File: src/rtl/keypad_entry_ctrl.sv
// keypad_entry_ctrl: debounces keypad presses and runs axis/value command entry
// with a valid/ready handoff of committed commands to the motion core.
module keypad_entry_ctrl #(
  parameter int DEBOUNCE_CYCLES = 500000,
  parameter int MAX_DIGITS = 4
) (
  input  logic        clk,
  input  logic        rst_n,
  input  logic [3:0]  key_code,
  input  logic        key_released,
  input  logic        cmd_ready,
  output logic        cmd_valid,
  output logic [1:0]  cmd_axis,
  output logic [15:0] cmd_value,
  output logic [1:0]  axis_sel,
  output logic        axis_active,
  output logic [15:0] entry_value,
  output logic [2:0]  entry_digits,
  output logic        key_err
);
  typedef enum logic [1:0] {IDLE, ENTRY, SEND} state_t;
  localparam logic [19:0] CNT_MAX = 20'(DEBOUNCE_CYCLES - 1);
  localparam logic [2:0] DIG_MAX = 3'(MAX_DIGITS);
  state_t state, state_n;
  logic rel_q, level, press_evt;
  logic [19:0] cnt;
  logic [3:0] code, off;
  logic is_digit, is_axis, is_clr;
  logic cmd_valid_n, axis_active_n, key_err_n;
  logic [1:0] cmd_axis_n, axis_sel_n;
  logic [15:0] cmd_value_n, entry_value_n;
  logic [2:0] entry_digits_n;
  // The key code is latched on the debounced press edge, so later scanner
  // changes while the key is held cannot alter the event.
  always_ff @(posedge clk or negedge rst_n) begin
    if (!rst_n) begin
      rel_q <= 1'b1;
      level <= 1'b1;
      cnt <= '0;
      press_evt <= 1'b0;
      code <= '0;
    end else begin
      rel_q <= key_released;
      press_evt <= 1'b0;
      if (rel_q == level) cnt <= '0;
      else if (cnt == CNT_MAX) begin
        cnt <= '0;
        level <= rel_q;
        press_evt <= !rel_q;
        if (!rel_q) code <= key_code;
      end else cnt <= cnt + 20'd1;
    end
  end
  assign off = code - 4'hA;
  assign is_digit = code <= 4'd9;
  assign is_axis = code >= 4'hA && code <= 4'hD;
  assign is_clr = code == 4'hE;
  always_comb begin
    state_n = state;
    cmd_valid_n = cmd_valid;
    cmd_axis_n = cmd_axis;
    cmd_value_n = cmd_value;
    axis_sel_n = axis_sel;
    axis_active_n = axis_active;
    entry_value_n = entry_value;
    entry_digits_n = entry_digits;
    key_err_n = 1'b0;
    case (state)
      IDLE: if (press_evt) begin
        if (is_axis) begin
          axis_sel_n = off[1:0];
          axis_active_n = 1'b1;
          entry_value_n = '0;
          entry_digits_n = '0;
          state_n = ENTRY;
        end else if (!is_clr) key_err_n = 1'b1;
      end
      ENTRY: if (press_evt) begin
        if (is_digit) begin
          if (entry_digits < DIG_MAX) begin
            entry_value_n = entry_value * 16'd10 + {12'd0, code};
            entry_digits_n = entry_digits + 3'd1;
          end else key_err_n = 1'b1;
        end else if (is_axis) begin
          axis_sel_n = off[1:0];
          entry_value_n = '0;
          entry_digits_n = '0;
        end else if (entry_digits == 3'd0) begin
          if (is_clr) begin
            axis_active_n = 1'b0;
            state_n = IDLE;
          end else key_err_n = 1'b1;
        end else if (is_clr) begin
          entry_value_n = '0;
          entry_digits_n = '0;
        end else begin
          cmd_valid_n = 1'b1;
          cmd_axis_n = axis_sel;
          cmd_value_n = entry_value;
          state_n = SEND;
        end
      end
      SEND: begin
        key_err_n = press_evt;
        if (cmd_ready) begin
          cmd_valid_n = 1'b0;
          entry_value_n = '0;
          entry_digits_n = '0;
          axis_active_n = 1'b0;
          state_n = IDLE;
        end
      end
      default: state_n = IDLE;
    endcase
  end
  always_ff @(posedge clk or negedge rst_n) begin
    if (!rst_n) begin
      state <= IDLE;
      cmd_valid <= 1'b0;
      cmd_axis <= '0;
      cmd_value <= '0;
      axis_sel <= '0;
      axis_active <= 1'b0;
      entry_value <= '0;
      entry_digits <= '0;
      key_err <= 1'b0;
    end else begin
      state <= state_n;
      cmd_valid <= cmd_valid_n;
      cmd_axis <= cmd_axis_n;
      cmd_value <= cmd_value_n;
      axis_sel <= axis_sel_n;
      axis_active <= axis_active_n;
      entry_value <= entry_value_n;
      entry_digits <= entry_digits_n;
      key_err <= key_err_n;
    end
  end
endmodule

File: config.mk
export PLATFORM = sky130hd
export DESIGN_NAME = keypad_entry_ctrl
export DESIGN_NICKNAME = d
export VERILOG_FILES = /design/src/rtl/keypad_entry_ctrl.sv
export SDC_FILE = /design/constraint.sdc
export NUM_CORES = 1
export LEC_CHECK = 0
export ABC_AREA = 1
export BUFFER_PORTS_ARGS = -buffer_cell sky130_fd_sc_hd__buf_4
export CAP_MARGIN = 10
export CORE_UTILIZATION = 45
export DETAILED_ROUTE_END_ITERATION = 6
export GPL_TIMING_DRIVEN = 0
export PLACE_DENSITY = 0.67
export SYNTH_ARGS = -nofsm -noshare
export SYNTH_HDL_FRONTEND = slang
export SYNTH_SLANG_ARGS = --single-unit
File: constraint.sdc
create_clock -name clk -period 3.3 [get_ports clk]
set_input_delay 0.66 -clock clk [delete_from_list [all_inputs] [get_ports clk]]
set_output_delay 0.66 -clock clk [all_outputs]
set_load 0.02 [all_outputs]
==> results.cfg <==
[power]
powerDensity_mw_per_mm2 = 333
finalPower_mw = 1.71
p_leak_nw = 2.62
ir_worst_vdd_v = 0.000273

[synthesis]
ys_ff_latch = 71
syn_area_sq_mm = 0.00437
synth.distinct_cells = 39
async_flop_share = 1.00
seq_area_frac_synth = 0.407
avgSynthCellArea_sq_um = 7.83
synth-edff-count = 0
yosysWarnings = 0
syn_inst = 558
synth_nets = 602
synth_flop_cell = dfrtp_1

[place]
dpl_cell_area_sq_mm = 0.00490
post-dp-hpwl_um = 7580
place.gp.congestion = 0.925
port_buffers = 49

[worst_setup_path]
critPathArrivalTime_ps = 3110
criticalPathCategory = register to register
setup.worst_path.start_class = register
rrSetupSlack_ps = 440
cp.required_ps = 3550
critPathMaxFanout = 5
cp-end-kind = register

[timing]
min_period_over_period = 0.866
tns_ps = 0
fin_skew_ps = 6.05
rsz0062_at_grt = false
max-slew-margin-rel = 0.398
clock.fmax_mhz = 350
setup_viol = 0
finalHoldViolations = 0
period_minus_slack_ps = 2860
tightest_slew_ps = 902
slew_viol_final = 0

[detailed_routing]
routed_via_density = 5.09
wl_per_cell_um = 13.3
firstDrtPassIters = 6
num_vias = 3825
antenna_left = 0
drt-initial-drc-count = 124
post-route-drc-count = 0
wirelength_um = 9980

[clock_tree]
insertion_delay_ps = 350
numCtsBuffers = 9
cts_setup_buffers = 0
cts_resized = 0
path_clk_slew_ps = 80
cts_sinks = 71
cts_tree = done
postCtsHoldBufs = 0
cts_root_buf = clkbuf_8
cts.path.max_buffers = 2
htree_levels = 3

[global_route]
grt_pass1_vias = 3656
grt_max_degree = 72
track_usage = 0.216
grt_pass1_wl_um = 17100
grt_overflow_total = 0
antenna_found_initial = 0

[hold_path]
hold_path_class = input pin to register

[run_status]
outcome = finished, final reports clean

[cells_and_area]
fin_nets = 662
layout_common_cells = nand2_1 (134), inv_1 (72), dfrtp_1 (69)
diodes = 0
areaGrowthSynthToFinish_pct = 17.4
final_layout_size_suffix_gt1_frac = 0.164
nFillCells = 878
final_common_cell = nand2_1
fin_area_sq_mm = 0.00513

[floorplan]
rows = 35
core_sq_mm = 0.00933
die_h_um = 101
die_w_um = 101
io_pins = 50
start_util = 0.468
dieArea_sq_mm = 0.0101

[job]
maxCapViolations = 0
-- synthesized netlist by cell type (all sizes together) (2+ instances only) --
master	instances	area (sq um)
nand2	140	541
inv	81	304
dfrtp	69	1730
nor2	59	274
o21ai	43	215
ha	34	425
nand3	32	175
a21oi	21	105
nor3	12	60.1
o22ai	11	68.8
nand4	10	62.6
xor2	10	87.6
clkbuf	4	15.0
mux2	4	45.0
buf	3	17.5
nand3b	3	22.5
xnor2	3	26.3
a31oi	2	12.5
clkinv	2	7.51
dfstp	2	52.6
fa	2	40.0
o31ai	2	15.0
or2	2	12.5
-- kinds of logic (layout without fill, tap and decap cells) --
group	after synthesis	after routing	synth area share
and+or+nand+nor	262	262	0.269
buffers and inverters	90	155	0.0788
AOI/OAI and AO/OA	82	82	0.101
DFF	71	71	0.407
adders and majority gates	36	36	0.107
xor gates and xnor gates	13	13	0.0261
muxes	4	4	0.0103
-- per-stage QoR --
step / worst slack [ps] / util / cells / hold WS (ps)
global route: 164 / 0.550 / 752 / 400
global placement: 487 / 0.525 / 736 / 450
floorplan: 636 / - / 558 / 364
CTS: 429 / 0.550 / 752 / 400
detailed placement: 443 / 0.525 / 736 / 459
finish: 442 / 0.550 / 752 / 417
-- flip-flops by register name, summed over array words and instances, names as in the netlist, 2 cells and up --
| signal | cells |
|---|---|
| cmd_value | 16 |
| state | 2 |
| code | 4 |
| cnt | 20 |
| entry_value | 16 |
| axis_sel | 2 |
| cmd_axis | 2 |
| entry_digits | 3 |
-- area by class of cell --
class                   instances  area (sq um)  share of cell area
plain buffers                   7          32.5             0.00635
clock buffers                  10           138              0.0268
clock inverters                 6          92.6              0.0181
inverters                      83           312              0.0608
multi-input cells             397          2240               0.438
flip-flops and latches         71          1780               0.347
well taps                     129           161              0.0315
repair buffers                 49           368              0.0718
-- routing by layer --
metal / global-route usage / vias up / wire, um
met5: 0 / - / 0
met4: 0.0691 / 0 / 134
met3: 0.0423 / 12 / 458
met2: 0.361 / 97 / 4740
met1: 0.284 / 1768 / 4650
li1: - / 1948 / -
-- path summary, 6_finish.rpt --
check | startpoint | end | cells after the start
worst max register to register | entry_value[1]$_DFFE_PN0P_ | entry_value[14]$_DFFE_PN0P_ | 16
min in group asynchronous | rst_n | entry_value[13]$_DFFE_PN0P_ | 1
worst max-delay path | entry_value[1]$_DFFE_PN0P_ | entry_value[14]$_DFFE_PN0P_ | 16
max in group asynchronous | rst_n | cnt[16]$_DFF_PN0_ | 1
worst min-delay path | key_released | rel_q$_DFF_PN1_ | 1
worst min register to register | cnt[0]$_DFF_PN0_ | cnt[0]$_DFF_PN0_ | 1
-- report_power, final --
group          switching [mW]  total [mW]  internal, mW
clock network           0.344       0.794         0.450
logic                  0.0264      0.0362       0.00980
registers             0.00219       0.875         0.873
total                   0.373        1.71          1.33
-- critical path, cell delays in order (launching register included) --
cell	delay, ps
dfrtp_1	460
ha_1	330
ha_1	260
fa_1	610
nand2_1	80
nor2_1	100
nand2_1	70
nand2_1	70
nand2_1	70
nor2_2	150
nand2_2	90
nor2_4	120
nand3_2	90
nor2_1	110
nor2_1	50
nand2_1	70
nand2_1	40
No activity file was read; power rests on OpenSTA's default activity.
